--- src/rtl/melody_player_ctrl.sv ---
// Melody playback sequencer: steps the notes-ROM address, times each note in beat
// strobes, inserts articulation gaps and handles start/stop/pause/loop control.
module melody_player_ctrl #(
  parameter int IDX_BW    = 6,
  parameter int SEQ_LEN   = 64,
  parameter int DUR_BW    = 4,
  parameter int GAP_TICKS = 1
) (
  input  logic              clk_i,
  input  logic              rst_i,
  input  logic              strb_i,
  input  logic              start_i,
  input  logic              stop_i,
  input  logic              pause_i,
  input  logic              loop_i,
  input  logic [IDX_BW-1:0] last_idx_i,
  input  logic [DUR_BW-1:0] note_dur_i,
  output logic [IDX_BW-1:0] note_index_o,
  output logic              tone_en_o,
  output logic              busy_o,
  output logic              done_o,
  output logic [2:0]        state_o
);

  typedef enum logic [2:0] {
    S_IDLE   = 3'd0,
    S_LOAD   = 3'd1,
    S_PLAY   = 3'd2,
    S_GAP    = 3'd3,
    S_PAUSED = 3'd4,
    S_DONE   = 3'd5
  } state_t;

  localparam int                GAP_BW    = (GAP_TICKS < 2) ? 1 : $clog2(GAP_TICKS + 1);
  localparam logic [GAP_BW-1:0] GAP_INIT  = GAP_BW'(GAP_TICKS);
  localparam logic [IDX_BW-1:0] IDX_MAX   = IDX_BW'(SEQ_LEN - 1);
  localparam logic [IDX_BW:0]   SEQ_LEN_X = (IDX_BW + 1)'(SEQ_LEN);

  state_t              state_q, state_d, saved_q, saved_d;
  logic [IDX_BW-1:0]   idx_d;
  logic [DUR_BW-1:0]   dur_cnt_q, dur_cnt_d;
  logic [GAP_BW-1:0]   gap_cnt_q, gap_cnt_d;
  logic [IDX_BW-1:0]   last_clamped;
  logic [IDX_BW-1:0]   adv_idx;
  state_t              adv_state;

  // Where the sequence goes once the current note (and its gap) has finished.
  always_comb begin
    last_clamped = ({1'b0, last_idx_i} >= SEQ_LEN_X) ? IDX_MAX : last_idx_i;
    adv_idx      = note_index_o;
    adv_state    = S_LOAD;
    if (note_index_o == last_clamped) begin
      if (loop_i) begin
        adv_idx = '0;
      end else begin
        adv_state = S_DONE;
      end
    end else if (note_index_o == IDX_MAX) begin
      adv_idx = '0;
    end else begin
      adv_idx = note_index_o + 1'b1;
    end
  end

  always_comb begin
    state_d   = state_q;
    saved_d   = saved_q;
    idx_d     = note_index_o;
    dur_cnt_d = dur_cnt_q;
    gap_cnt_d = gap_cnt_q;
    if (stop_i && state_q != S_IDLE) begin
      state_d = S_IDLE;
      idx_d   = '0;
    end else begin
      case (state_q)
        S_IDLE: begin
          if (start_i && !stop_i) begin
            state_d = S_LOAD;
            idx_d   = '0;
          end
        end
        S_LOAD: begin
          dur_cnt_d = (note_dur_i == '0) ? DUR_BW'(1) : note_dur_i;
          state_d   = S_PLAY;
        end
        S_PLAY: begin
          if (pause_i) begin
            state_d = S_PAUSED;
            saved_d = S_PLAY;
          end else if (strb_i) begin
            if (dur_cnt_q == DUR_BW'(1)) begin
              if (GAP_TICKS > 0) begin
                state_d   = S_GAP;
                gap_cnt_d = GAP_INIT;
              end else begin
                state_d = adv_state;
                idx_d   = adv_idx;
              end
            end else begin
              dur_cnt_d = dur_cnt_q - 1'b1;
            end
          end
        end
        S_GAP: begin
          if (pause_i) begin
            state_d = S_PAUSED;
            saved_d = S_GAP;
          end else if (strb_i) begin
            if (gap_cnt_q == GAP_BW'(1)) begin
              state_d = adv_state;
              idx_d   = adv_idx;
            end else begin
              gap_cnt_d = gap_cnt_q - 1'b1;
            end
          end
        end
        S_PAUSED: begin
          if (!pause_i) state_d = saved_q;
        end
        S_DONE:  state_d = S_IDLE;
        default: state_d = S_IDLE;
      endcase
    end
  end

  // Flags are registered from the next state so they line up with state_o.
  always_ff @(posedge clk_i or posedge rst_i) begin
    if (rst_i) begin
      state_q      <= S_IDLE;
      saved_q      <= S_PLAY;
      note_index_o <= '0;
      dur_cnt_q    <= '0;
      gap_cnt_q    <= '0;
      tone_en_o    <= 1'b0;
      busy_o       <= 1'b0;
      done_o       <= 1'b0;
    end else begin
      state_q      <= state_d;
      saved_q      <= saved_d;
      note_index_o <= idx_d;
      dur_cnt_q    <= dur_cnt_d;
      gap_cnt_q    <= gap_cnt_d;
      tone_en_o    <= (state_d == S_PLAY);
      busy_o       <= (state_d == S_LOAD) || (state_d == S_PLAY) ||
                      (state_d == S_GAP)  || (state_d == S_PAUSED);
      done_o       <= (state_d == S_DONE);
    end
  end

  assign state_o = state_q;

endmodule

--- config.mk ---
export PLATFORM = sky130hd
export DESIGN_NAME = melody_player_ctrl
export DESIGN_NICKNAME = d
export VERILOG_FILES = /design/src/rtl/melody_player_ctrl.sv
export SDC_FILE = /design/constraint.sdc
export NUM_CORES = 1
export LEC_CHECK = 0
export CAP_MARGIN = 40
export CORE_MARGIN = 2
export CORE_UTILIZATION = 44
export DETAILED_ROUTE_END_ITERATION = 10
export PLACE_DENSITY = 0.86
export SLEW_MARGIN = 40
export SYNTH_ARGS = -nofsm -noshare
export SYNTH_HDL_FRONTEND = slang
export SYNTH_SLANG_ARGS = --single-unit
--- constraint.sdc ---
create_clock -name clk_i -period 2.2 [get_ports clk_i]
set_clock_uncertainty 0.2 [all_clocks]
set_input_delay 0.33 -clock clk_i [delete_from_list [all_inputs] [get_ports clk_i]]
set_output_delay 0.33 -clock clk_i [all_outputs]
set_load 0.02 [all_outputs]
=== Word level (Yosys, flattened, before mapping) ===
Cells that the tools add are included.

* Bits in registers: 20
* Bits in latches: 0
* Memory bits (writable): 0
* Bits in read-only memories: 0
* Input port bits: 17
* Output and inout port bits: 12
* Logic and storage cells: 89
* Memories: 0

* Add/sub/neg operators: 3
* Multipliers: 0
* Div/mod/pow operators: 0
* $lt $le $gt $ge: 0
* Equal/unequal tests: 25
* Shift operators: 0
* Multiplexer cells: 36
* Bitwise logic cells: 1
* Reduce and logical (&&, ||, !) cells: 16

{| class="wikitable"
|+ Operator list
! kind !! number
|-
| $mux W6 || 8
|-
| $mux W3 || 13
|-
| $mux W4 || 4
|-
| $ne A2 B2 Y1 const B || 8
|-
| $pmux W3 S5 || 1
|-
| $eq A3 B2 Y1 const B || 4
|-
| $ne A3 B3 Y1 const B || 4
|-
| $pmux W6 S2 || 1
|-
| $eq A3 B3 Y1 const B || 3
|-
| $pmux W4 S2 || 1
|-
| $reduce_and A7 Y1 || 1
|-
| $add A6 B1 Y6 const B || 1
|-
| $eq A3 B1 Y1 const B || 2
|-
| $eq A6 B6 Y1 || 1
|-
| $eq A6 B6 Y1 const B || 1
|-
| $mux W1 || 6
|-
| $pmux W3 S2 || 1
|-
| $reduce_and A6 Y1 || 1
|-
| $reduce_bool A3 Y1 || 2
|-
| $reduce_and A5 Y1 || 1
|-
| $eq A4 B1 Y1 const B || 1
|-
| $logic_not A4 Y1 || 1
|-
| $ne A4 B4 Y1 const B || 1
|-
| $reduce_and A4 Y1 || 1
|-
| 9 further kinds || 13
|}

=== Longest topological paths before layout ===
* Depth in word-level cells: 11
* Depth in mapped cells: 7
* Depth with buffers taken out: 7

=== Least setup slack after synthesis ===
OpenSTA, ideal clock, no wires.

* Path kind: register to register
* From: register dur_cnt_q[1]
* To: register busy_o
* Library setup time: 126 ps
* Arrival: 1680 ps
* Data required time: 1874 ps
* Path slack: 194 ps
* Stages on the path, launching flop included: 8
* Buffers on the path: 0
* Period minus slack after synthesis: 2006 ps
* Path through: dfrtp_1 inv_1 ha_1 or3b_4 or3b_4 a31oi_4 nor2_2 xnor2_1

* Cells in the longest elaborated chain, start to end: 10
* Elaborated cells between the ends (all ways): 13
* Those cells by class: 5 x eq/ne; 5 x mux; 3 x reduce/logical

{| class="wikitable"
|+ Ends and longest elaborated chain
! item !! line !! text
|-
| start: declaration || 41 || <nowiki>logic [DUR_BW-1:0] dur_cnt_q, dur_cnt_d;</nowiki>
|-
| start signal: assignment || 141 || <nowiki>dur_cnt_q <= dur_cnt_d;</nowiki>
|-
| $eq A4 B1 Y1 * || 91 || <nowiki>if (dur_cnt_q == DUR_BW'(1)) begin</nowiki>
|-
| $mux W3 * || 91 ||
|-
| $mux W3 * || 90 || <nowiki>end else if (strb_i) begin</nowiki>
|-
| $mux W3 * || 87 || <nowiki>if (pause_i) begin</nowiki>
|-
| $pmux W3 S5 * || 75 || <nowiki>case (state_q)</nowiki>
|-
| $mux W3 * || 71 || <nowiki>if (stop_i && state_q != S_IDLE) begin</nowiki>
|-
| via state_d[0] || 39 || <nowiki>state_t state_q, state_d, saved_q, saved_d;</nowiki>
|-
| $eq A3 B1 Y1 / $eq A3 B2 Y1 (equally long branches) || 144 || <nowiki>busy_o <= (state_d == S_LOAD) || (state_d == S_PLAY) ||</nowiki>
|-
| $logic_or A1 B1 Y1 (2 in a row) || 144 ||
|-
| $logic_or A1 B1 Y1 * || 145 || <nowiki>(state_d == S_GAP) || (state_d == S_PAUSED);</nowiki>
|-
| end signal: assignment || 144 ||
|-
| end: declaration || 20 || <nowiki>output logic busy_o,</nowiki>
|}

Mark *: on every way through the listed nets, which the timed path passes. The rest lies on a longest branch.
A chain may end at the register's enable or synchronous reset.

=== Worst setup path after layout ===
Ends and elaborated chain as after synthesis.

==> results.ini <==
[run_status]
status = complete, no violations

[worst_setup_path]
worst-setup-path-type = reg2reg
worst_ep_arrival_time_ns = 2.06
rr_worst_depth = 7
crit_path_max_incr_delay_ns = 0.41
r2r_end = busy_o
crit_slowest_cell = or3b_4
regToRegStartpoint = dur_cnt_q[1]
ff2ff_setup_slack_ns = 0.12
worstPathRequired_ns = 2.18
cp_max_fo = 3
start_kind = flop
worstPathCellList = inv_1, ha_1, or3b_4, or3b_4, a31oi_4, nor2_2, xnor2_1
crit_path_end_kind = flop
crit_top_cell = or3b_4

[power_and_ir_drop]
vdd_drop_max_uv = 435
powerDensity_nw_per_um2 = 598
leakage_nw = 0.682
swShare_pct = 34.4
p_total_mw = 0.980
power_frac_comb_pct = 36.1
switching_power_mw = 0.337
power_frac_seq_pct = 47.7
p_int_mw = 0.643
clockPowerShare_pct = 16.2

[global_route]
grt.met1_usage_pct = 25.9
track_usage_pct = 19.8
grt_start_max_net_pins = 19
grt_util_met2_pct = 33.9
overflow = 0
grt_pass1_wl_mm = 5.20
antenna_found_initial = 0
top_usage_layer = met2
grt_pass1_vias = 1196
use_met3_pct = 3.46

[yosys]
synth_cells = 131
synthMuxAreaShare_pct = 0.919
ys_warn_count = 0
ys_types = 44
synth_adder_area_share_pct = 3.06
synth_compound_area_share_pct = 22.0
synth_seq_area_share_pct = 36.8
syn_nets = 151
synth_top_family_by_area = simple AND/OR/NAND/NOR gates
synth_ff_type = dfrtp_1
ys_ff_latch = 18
synthArstFlopShare_pct = 100
synth_edf_count = 0
synth_area_sq_um = 1220
synth-simple-area-share_pct = 28.7
synthXorXnorAreaFrac_pct = 5.01
avgSynthCellArea_sq_um = 9.35

[detailed_routing]
via_count = 1172
drc = 0
drt_iter0_markers = 51
routed_wirelength_mm = 2.91
routedWlPerCell_microns = 14.4
drtAntennaViolNets = 0
drt_first_pass_iters = 4
viasPerCell = 5.80

[die]
die_h_microns = 56.8
rows = 19
design.core.area_sq_um = 2710
initial_utilization_pct = 45.2
ioPinCount = 29
dieArea_sq_um = 3220
die_x_microns = 56.8

[place]
place_hpwl_mm = 2.26
port_buffers = 28
gp_congestion = 0.906

[cells_and_area]
layout-area-overhead-vs-synth_pct = 33.7
nNetsFinal = 193
final_common_cell = clkdlybuf4s50_1
mostFrequentLayoutCells = clkdlybuf4s50_1 (28), dfrtp_1 (16), buf_4 (13)
drive_gt1_share_pct = 17.0
antenna_cells = 0

[timing]
fin_crit_sh_pct = 94.7
max_freq_ghz = 0.480
hold_viol = 0
hold_ws_ns = 0.150
slew_viol_final = 0
rsz0062_at_grt = no
period_needed_ns = 2.08
slew_headroom_pct = 64.0
setup_viol = 0
worst_pin_slew_ns = 0.538

[clock_tree]
hold_buffers = 0
cts_root_buffer = clkbuf_4
numCtsBuffers = 3
clk_latency_ns = 0.28
clock_sinks = 18
cts_tree = done
clk_pin_slew_worst_paths_ns = 0.10
h-tree-depth = 1
cts_buffer_depth = 2

[flow_run]
drv_cap = 0

[worst_hold_path]
hold_path.class = in2async

[cells in the mapped netlist (all sizes together), types with 4 or more instances]
library cell  count  share of area (%)
a21oi            12                4.9
buf               4                2.3
dfrtp            18                 37
inv               4                1.2
nand2             8                2.5
nand3             9                3.7
nor2              8                2.9
nor2b             4                2.0
nor3              4                2.0
o21ai             8                3.3
o2bb2ai           4                2.9
xor2              4                2.9
[power groups by stage]
stage / clock, mW / combinational (mW) / sequential, mW
2_1_floorplan: 0 / 0.216 / 0.466
3_3_place_gp: 0 / 0.336 / 0.468
3_5_place_dp: 0 / 0.353 / 0.472
4_1_cts: 0.167 / 0.354 / 0.465
5_1_grt: 0.181 / 0.391 / 0.480
6_report: 0.159 / 0.353 / 0.468
[critical path, delay by kind of cell (launching register included)]
kind	cells	cell delay, ns
AOI/OAI and AO/OA	1	0.18
xor gates and xnor gates	1	0.12
adders and majority gates	1	0.14
buffers and inverters	1	0.10
DFF	1	0.39
and+or+nand+nor	3	0.85
[cell type report]
class / instances / area, sq um
Timing Repair Buffer: 41 / 378
Clock buffer: 3 / 22.5
Tap cell: 31 / 38.8
Sequential cell: 18 / 453
Multi-Input combinational cell: 105 / 731
Inverter: 4 / 15.0
Fill cell: 246 / 1070
[through the flow]
| stage | cells | utilization, % | setup WS (ns) | cell area [sq um] | setup TNS, ns |
|---|---|---|---|---|---|
| after floorplan | 131 | - | 0.194 | 1220 | 0 |
| after global placement | 199 | 59.5 | -0.0154 | 1610 | -0.0869 |
| after detailed placement | 199 | 59.5 | -0.0629 | 1610 | -0.370 |
| after CTS | 202 | 60.3 | 0.0186 | 1640 | 0 |
| after global routing | 202 | 60.4 | 0.0222 | 1640 | 0 |
| final | 202 | 60.4 | 0.117 | 1640 | 0 |
[what timing repair did]
item                                    CTS  global route
buffers inserted                          0             0
resized for setup                         0             2
endpoints found under the setup margin    0             4
[flip-flops by register name (all words and copies together) (netlist names)]
signal        count
done_o            1
note_index_o      6
tone_en_o         1
busy_o            1
saved_q           1
dur_cnt_q         4
gap_cnt_q         1
state_o           3
[per-layer routing]
metal,part of all wire [%],up-vias
met5,0,-
met4,0.52,0
met3,4.4,2
met2,51,30
met1,44,571
li1,-,569
[cells by family after synthesis]
| kind of cell | after synthesis |
|---|---|
| flops | 18 |
| mux | 1 |
| simple gates | 56 |
| buf+inv | 8 |
| fa+ha+maj | 3 |
| compound gates | 38 |
| xor+xnor | 7 |
[worst max-delay path by stage]
stage,startpoint,endpoint,depth (start not counted)
6_report,dur_cnt_q[1],busy_o,7
5_1_grt,dur_cnt_q[1],busy_o,7
4_1_cts,state_o[0],state_o[0],1
3_5_place_dp,last_idx_i[1],note_index_o[3],6
3_3_place_gp,last_idx_i[1],note_index_o[1],6
2_1_floorplan,dur_cnt_q[1],busy_o,7
Note: power is estimated with default switching activity, not from simulation.
